[config.mk]
export PLATFORM = sky130hd
export DESIGN_NAME = udp_axis_frame_gen
export DESIGN_NICKNAME = d
export VERILOG_FILES = /design/src/rtl/udp_gen_pkg.sv /design/src/rtl/ip_csum16.sv /design/src/rtl/udp_axis_frame_gen.sv
export SDC_FILE = /design/constraint.sdc
export NUM_CORES = 1
export LEC_CHECK = 0
export ABC_CLOCK_PERIOD_IN_PS = 7110
export CORE_MARGIN = 1
export CORE_UTILIZATION = 25
export CTS_BUF_LIST = sky130_fd_sc_hd__clkbuf_2
export CTS_CLUSTER_SIZE = 28
export DETAILED_ROUTE_END_ITERATION = 10
export HOLD_SLACK_MARGIN = 0.03
export PLACE_DENSITY = 0.45
export SYNTH_ARGS = -nofsm -noshare
export SYNTH_HDL_FRONTEND = slang
export SYNTH_HIERARCHICAL = 1
export SYNTH_SLANG_ARGS = --single-unit
[constraint.sdc]
create_clock -name sys_clk -period 7.11 [get_ports sys_clk]
set_input_delay 1.422 -clock sys_clk [delete_from_list [all_inputs] [get_ports sys_clk]]
set_output_delay 1.422 -clock sys_clk [all_outputs]
set_load 0.005 [all_outputs]
[src/rtl/udp_gen_pkg.sv]
// udp_gen_pkg: shared state encoding and IPv4/UDP header constants for the frame generator
package udp_gen_pkg;
  typedef enum logic [2:0] {S_IDLE, S_CSUM, S_HDR, S_PAY, S_PAD} state_t;
  localparam logic [15:0] IPV4_VER_IHL = 16'h4500;
  localparam logic [7:0] PROTO_UDP = 8'd17;
  localparam int HDR_BYTES = 28;
  localparam int MIN_PAYLOAD = 18;
  localparam int OFF_TOT_LEN = 2;
  localparam int OFF_ID = 4;
  localparam int OFF_TTL = 8;
  localparam int OFF_CSUM = 10;
  localparam int OFF_SRC_IP = 12;
  localparam int OFF_DST_IP = 16;
  localparam int OFF_UDP = 20;
  localparam int OFF_UDP_LEN = 24;
endpackage

[src/rtl/ip_csum16.sv]
// ip_csum16: registered one's-complement sum of nine 16-bit words; fold and invert one cycle later
module ip_csum16 (
  input  logic            clk,
  input  logic            rst_n,
  input  logic            en,
  input  logic [8:0][15:0] words,
  output logic [15:0]     csum
);
  logic [31:0] sum, sum_q, f1;
  logic [15:0] f2;
  always_comb begin
    sum = '0;
    for (int i = 0; i < 9; i++) sum = sum + 32'(words[i]);
    f1 = 32'(sum_q[15:0]) + 32'(sum_q[31:16]);
    f2 = f1[15:0] + f1[31:16];
  end
  always_ff @(posedge clk or negedge rst_n) begin
    if (!rst_n) begin
      sum_q <= '0;
      csum <= '0;
    end else begin
      if (en) sum_q <= sum;
      csum <= ~f2;
    end
  end
endmodule

[src/rtl/udp_axis_frame_gen.sv]
// udp_axis_frame_gen: emits one IPv4+UDP packet per start as an AXI-stream byte flow, padded to 18 payload bytes
module udp_axis_frame_gen
  import udp_gen_pkg::*;
#(
  parameter logic [31:0] SRC_IP   = 32'hC0A80141,
  parameter logic [31:0] DST_IP   = 32'hC0A80180,
  parameter logic [15:0] SRC_PORT = 16'd1234,
  parameter logic [15:0] DST_PORT = 16'd1234,
  parameter logic [7:0]  TTL      = 8'd64,
  parameter logic [15:0] ID_INIT  = 16'h0000,
  parameter int          MAX_LEN  = 1472,
  parameter int          LEN_W    = 11
) (
  input  logic             sys_clk,
  input  logic             sys_rst_n,
  input  logic             start,
  input  logic [LEN_W-1:0] startLen,
  input  logic             startMode,
  output logic             busy,
  output logic             done,
  output logic             err,
  input  logic             payloadIn_valid,
  output logic             payloadIn_ready,
  input  logic [7:0]       payloadIn_payload_data,
  output logic             axisOut_valid,
  input  logic             axisOut_ready,
  output logic [7:0]       axisOut_payload_data,
  output logic             axisOut_payload_last,
  output logic             axisOut_payload_user
);
  localparam int CW = LEN_W + 1;
  state_t state, state_nxt;
  logic [CW-1:0] cnt, cnt_nxt, last_idx, pay_end;
  logic [LEN_W-1:0] len_q;
  logic mode_q, too_long, accept, pass, fire;
  logic [15:0] id_q, csum, tot_len, udp_len;
  logic [0:HDR_BYTES-1][7:0] hdr;
  assign too_long = int'(startLen) > MAX_LEN;
  assign accept = state == S_IDLE && start && !too_long;
  assign tot_len = 16'(len_q) + 16'(HDR_BYTES);
  assign udp_len = 16'(len_q) + 16'd8;
  assign last_idx = (len_q < LEN_W'(MIN_PAYLOAD) ? CW'(MIN_PAYLOAD) : CW'(len_q)) + CW'(HDR_BYTES - 1);
  assign pay_end = CW'(len_q) + CW'(HDR_BYTES - 1);
  assign hdr = {IPV4_VER_IHL, tot_len, id_q, 16'h0000, TTL, PROTO_UDP, csum,
                SRC_IP, DST_IP, SRC_PORT, DST_PORT, udp_len, 16'h0000};
  ip_csum16 u_csum (
    .clk   (sys_clk),
    .rst_n (sys_rst_n),
    .en    (state == S_CSUM),
    .words ({IPV4_VER_IHL, tot_len, id_q, 16'h0000, TTL, PROTO_UDP, SRC_IP, DST_IP}),
    .csum  (csum)
  );
  // pass-through payload is the only place valid follows an input combinationally
  assign pass = state == S_PAY && mode_q;
  assign axisOut_valid = pass ? payloadIn_valid : state inside {S_HDR, S_PAY, S_PAD};
  assign axisOut_payload_data = state == S_HDR ? hdr[cnt[4:0]] :
                                state != S_PAY ? 8'h00 :
                                mode_q ? payloadIn_payload_data : cnt[7:0] - 8'(HDR_BYTES);
  assign axisOut_payload_last = state inside {S_PAY, S_PAD} && cnt == last_idx;
  assign axisOut_payload_user = state == S_HDR && cnt == '0;
  assign payloadIn_ready = pass && axisOut_ready;
  assign fire = axisOut_valid && axisOut_ready;
  assign busy = state != S_IDLE;
  always_comb begin
    state_nxt = state;
    cnt_nxt = cnt;
    case (state)
      S_IDLE: begin
        state_nxt = accept ? S_CSUM : S_IDLE;
        cnt_nxt = accept ? '0 : cnt;
      end
      S_CSUM: begin
        state_nxt = cnt[0] ? S_HDR : S_CSUM;
        cnt_nxt = cnt[0] ? '0 : cnt + 1'b1;
      end
      default: if (fire) begin
        cnt_nxt = cnt + 1'b1;
        state_nxt = axisOut_payload_last ? S_IDLE :
                    state == S_HDR && cnt == CW'(HDR_BYTES - 1) ? (len_q == '0 ? S_PAD : S_PAY) :
                    state == S_PAY && cnt == pay_end ? S_PAD : state;
      end
    endcase
  end
  always_ff @(posedge sys_clk or negedge sys_rst_n) begin
    if (!sys_rst_n) begin
      state <= S_IDLE;
      cnt <= '0;
      len_q <= '0;
      mode_q <= 1'b0;
      id_q <= ID_INIT;
      done <= 1'b0;
      err <= 1'b0;
    end else begin
      state <= state_nxt;
      cnt <= cnt_nxt;
      if (accept) len_q <= startLen;
      if (accept) mode_q <= startMode;
      if (fire && axisOut_payload_last) id_q <= id_q + 16'd1;
      done <= fire && axisOut_payload_last;
      err <= state == S_IDLE && start && too_long;
    end
  end
endmodule

# Yosys cells after proc, flatten, opt, wreduce, memory -nomap -nowiden
# Index checks and enable logic that the tools add are counted.
[word_totals]
regBits = 93
out_inout_bits = 15
wordCells = 77
[op_classes]
n_addsub = 12
magnitude_cmp = 3
eq_ne = 9
mux = 20
bitwise = 2
n_reduce_logical = 22
[op_table]
columns = ["op", "count"]
rows = [
  ["8-bit binary-select mux with 5-bit select", 1],
  ["8-bit two-way mux", 5],
  ["11-bit by 5-bit adder with 12-bit output (second input constant)", 3],
  ["12-bit two-way mux", 3],
  ["32-bit by 12-bit adder with 32-bit output", 1],
  ["32-bit by 15-bit adder with 32-bit output (second input constant)", 1],
  ["12-bit equality test", 2],
  ["12-bit case mux with 2 select lines", 1],
  ["17-bit by 16-bit adder with 18-bit output (first input constant)", 1],
  ["16-bit by 16-bit adder with 17-bit output", 1],
  ["16-bit by 1-bit adder with 16-bit output (second input constant)", 1],
  ["16-bit adder", 1],
  ["16-bit NOT", 1],
  ["3-bit two-way mux", 5],
  ["11-bit by 4-bit adder with 12-bit output (second input constant)", 1],
  ["12-bit by 1-bit adder with 12-bit output (second input constant)", 1],
  ["12-bit by 5-bit equality test with 1-bit output (second input constant)", 1],
  ["12-bit zero test", 1],
  ["11-bit greater-than comparator (second input constant)", 1],
  ["1-bit logical AND", 11],
  ["11-bit zero test", 1],
  ["11-bit by 5-bit less-than comparator with 1-bit output (second input constant)", 1],
  ["11-bit two-way mux", 1],
  ["3-bit nonzero test", 3],
  ["other kinds (16)", 19],
]

# Depth between registers and ports, before layout
[logic_depth]
word_depth = 8
ltp_mapped = 20
depth_no_buf = 18

# By module
# The synthesis kept the hierarchy.
[modules_own_cells]
columns = ["module", "instances", "cells_each", "area_per_inst_um2"]
rows = [
  ["ip_csum16", 1, 579, 5690.5],
  ["udp_axis_frame_gen", 1, 541, 4365.4],
]

# Worst setup path after synthesis
# OpenSTA, ideal clock, no wires.
[synth_path]
kind = "reg2reg"
from = "register len_q[2]"
to = "register u_csum.sum_q[17]"
setup_ns = 0.095
arrival_ns = 4.972
required_ns = 7.015
path_slack_ns = 2.042
path_stages_with_launch = 19
path_buffers = 1
cell_sequence = "dfrtp_1 buf_2 inv_1 ha_1 nor2b_1 nor2_1 xor2_1 fa_1 fa_1 fa_1 inv_1 fa_1 inv_1 ha_1 a2111oi_0 o21ai_1 a211o_1 and3_1 o31ai_1"
[synth_via]
elab_chain_len = 3
[synth_lines]
columns = ["item", "line", "rtl"]
rows = [
  ["start, declared", "udp_axis_frame_gen.sv:34", "logic [LEN_W-1:0] len_q;"],
  ["start signal, assigned", "udp_axis_frame_gen.sv:96", "if (accept) len_q <= startLen;"],
  ["11-bit by 5-bit adder with 12-bit output", "udp_axis_frame_gen.sv:40", "assign tot_len = 16'(len_q) + 16'(HDR_BYTES);"],
  ["net tot_len[2]", "udp_axis_frame_gen.sv:36", "logic [15:0] id_q, csum, tot_len, udp_len;"],
  ["32-bit by 12-bit adder with 32-bit output", "ip_csum16.sv:13", "for (int i = 0; i < 9; i++) sum = sum + 32'(words[i]);"],
  ["32-bit by 15-bit adder with 32-bit output", "ip_csum16.sv:13", ""],
  ["end signal, assigned", "ip_csum16.sv:22", "if (en) sum_q <= sum;"],
  ["end, declared", "ip_csum16.sv:9", "logic [31:0] sum, sum_q, f1;"],
]
# The timed path passes the listed nets, and every way through them passes these cells.
# A chain may end at the register's enable or synchronous reset.

# Worst setup path after layout
[layout_path]
from = "register len_q[3]"
to = "output axisOut_payload_last"
[layout_via]
elab_chain_len = 5
[layout_lines]
columns = ["item", "line", "rtl"]
rows = [
  ["11-bit by 5-bit less-than comparator with 1-bit output", "udp_axis_frame_gen.sv:42", "assign last_idx = (len_q < LEN_W'(MIN_PAYLOAD) ? CW'(MIN_PAYLOAD) : CW'(len_q)) + CW'(HDR_BYTES - 1);"],
  ["11-bit two-way mux *", "udp_axis_frame_gen.sv:42", ""],
  ["11-bit by 5-bit adder with 12-bit output *", "udp_axis_frame_gen.sv:42", ""],
  ["12-bit equality test *", "udp_axis_frame_gen.sv:59", "assign axisOut_payload_last = state inside {S_PAY, S_PAD} && cnt == last_idx;"],
  ["1-bit logical AND *", "udp_axis_frame_gen.sv:59", ""],
  ["end, declared", "udp_axis_frame_gen.sv:28", "output logic axisOut_payload_last,"],
]
# Mark *: on every way between the ends. The rest lies on a longest branch, timed or not.

==> out/results.tsv <==
metric	value	unit
CP cell instances	inv_1 > ha_1 > nand2b_1 > o2111ai_4 > nand2_1 > ha_1 > nand2b_1 > o21ai_0 > o21ai_0 > a211o_2 > a2111oi_4 > clkdlybuf4s50_1	
Post-synth EDFFs	0	
PostCTS Resize Cnt	0	
Slowest Stage Delay on Critical Path	0.83	ns
vias in the first global route	8157	
antenna violations before repair	1	
worst path required time	5.69	ns
clock buffer depth	2	
crit path kind	flip-flop to output pin	
Critical Path AT	4.86	ns
CTS Root Cell	clkbuf_2	
RD Place Congestion	0.903	
H-tree levels	3	
fmax	0.159	GHz
cts hold-fix bufs	0	
YS warnings	6	
Tmin final	6.28	ns
CTS Sinks	81	
ys flop type	dfrtp_1	
pre-CTS setup slack	1.35	ns
Ports	40	
slew margin rel.	38.0	%
hpwl dp	22.1	mm
Final TNS setup	0	ns
1st-pass router iterations	5	
Die Span X	203	microns
worst slew pin tran	0.930	ns
Final #Nets	1416	
RSZ-0062 raised after global routing	no	
core footprint	0.0397	sq mm
# setup viols final	0	
final hold violations	0	
Num CTS Buffers	9	
Detailed Route WL	27.7	mm
die area	0.0410	sq mm
crit share post-route	88.3	%
routed vias/inst	4.62	
Yosys cell types	90	
WL per Instance	15.7	microns
standard-cell rows	73	
largest net degree at the start of global routing	56	
CTS tree	done	
grt total ovfl	0	
clock slew at reported path FFs	0.26	ns
share of cells above drive strength 1	6.36	%
MaxCap Viol Count	0	
worst hold path class	flip-flop to flip-flop	
fraction of registers with async set/reset	100	%
Yosys top cell by area	fa_1	
top cells by area, synth	fa_1, dfrtp_1, inv_1	
Die Y	203	microns
Setup Buffers After CTS	0	
GR Util All Layers	14.1	%
critical path's slowest cell	a2111oi_4	
most frequent cell after synthesis	inv_1	
fill count	4322	
initial DRC count	566	
DRC viols	0	
Clock Skews	0.0510	ns
Synth Instances	1120	
first-pass GRT wire length	45.4	mm
Worst Setup End Kind	output pin	
Port Buffers	39	
sequential-to-total area share from yosys stat	20.2	%
clk_lat worst skew	0.65	ns
outcome	complete, no violations	
Initial Utilization	25.3	%
synthesized area	0.0101	sq mm
post-synthesis sequential element count	81	
vias after detailed routing	8169	
CP max FO	13	
Commonest cells post-synth	inv_1, fa_1, dfrtp_1	
ANT nets after route	0	
fin. max-slew vios	0	
area grow syn2layout	13.7	%
share of the synthesized area in the top cell type	22.1	%
Syn Area/Cell	8.98	sq um
final setup margin	0.833	ns
CP Launch Type	flip-flop	
[kinds of logic after synthesis]
group	count (synthesis)	synth area share, %
AND/OR/NAND/NOR	280	14.4
other	2	0.0747
adder cells (fa/ha/maj)	154	27.4
AO/OA/AOI/OAI	244	17.1
buffers and inverters	239	9.52
XOR/XNOR	81	7.13
multiplexers	39	4.21
flip-flops	81	20.2
[worst max-delay path: cells and delay by family (launching register included)]
kind / cells / cell delay, ns
compound gates: 5 / 1.84
buf+inv: 2 / 0.92
flops: 1 / 0.57
fa+ha+maj: 2 / 0.46
simple gates: 3 / 0.44
[state kept, by name (all words and copies together), names as in the netlist]
name	flops
err	1
u_csum/sum_q	20
done	1
u_csum/csum	16
mode_q	1
id_q	16
state	3
cnt	12
len_q	11
[final cells by class]
cell class | instances | area [sq um] | share of cell area (%)
antenna | 1 | 2.50 | 0.0219
clock buffer | 9 | 45.0 | 0.394
clock inverter | 7 | 61.3 | 0.536
inverter | 183 | 687 | 6.01
multi-input combinational | 914 | 7500 | 65.6
sequential | 81 | 2030 | 17.7
tap | 525 | 657 | 5.74
timing repair buffer | 48 | 455 | 3.98
[per-layer routing]
layer,GRT usage (%),share of wire [%]
met1,20.7,49
met2,22.3,46
met3,1.78,3.9
met4,2.36,1.2
met5,0,0
[metrics by stage]
step / area (sq um) / instances / util (%) / hold slack, ns
2_1_floorplan: 10500 / 1234 / - / 0.459
3_3_place_gp: 11300 / 1751 / 28.5 / 0.486
3_5_place_dp: 11300 / 1751 / 28.5 / 0.494
4_1_cts: 11400 / 1767 / 28.8 / 0.548
5_1_grt: 11400 / 1768 / 28.8 / 0.574
6_report: 11400 / 1768 / 28.8 / 0.542
[placed cells by master, fill, tap and decap left out, types with 6 or more instances in the layout]
| cell | n |
|---|---|
| nor2b_1 | 9 |
| conb_1 | 116 |
| buf_4 | 10 |
| fa_1 | 111 |
| dfrtp_1 | 81 |
| nor2_1 | 65 |
| clkdlybuf4s50_1 | 38 |
| o21ai_0 | 38 |
| nand2b_1 | 8 |
| nand4_1 | 22 |
| xor2_1 | 26 |
| a2111oi_0 | 6 |
| and3_1 | 15 |
| mux2_2 | 26 |
| clkbuf_2 | 9 |
| ha_1 | 43 |
| nand3_1 | 27 |
| o21a_1 | 9 |
| a31oi_1 | 12 |
| nor3_1 | 23 |
| nand2_1 | 68 |
| mux2i_1 | 13 |
| o21ai_1 | 6 |
| a21o_1 | 8 |
| a21oi_1 | 68 |
| xnor2_1 | 54 |
| o22ai_1 | 9 |
| inv_1 | 182 |
| o211ai_1 | 9 |
| o31ai_1 | 7 |
| a211oi_1 | 6 |
[path summary, 6_finish.rpt]
check                                     start                   end  slack, ns  cells past startpoint
worst max-delay path                   len_q[3]  axisOut_payload_last       0.83                     12
worst min-delay path            u_csum/sum_q[3]       u_csum/sum_q[3]       0.54                      2
worst max register to register         len_q[3]      u_csum/sum_q[17]       1.28                     17
worst min register to register  u_csum/sum_q[3]       u_csum/sum_q[3]       0.54                      2
max in group asynchronous             sys_rst_n       u_csum/csum[12]       5.35                      2
min in group asynchronous             sys_rst_n               id_q[6]       0.64                      1
Power is left out: the tool's default activity adds up to more than one toggle a clock period on the data nets, which glitch-free logic cannot reach.
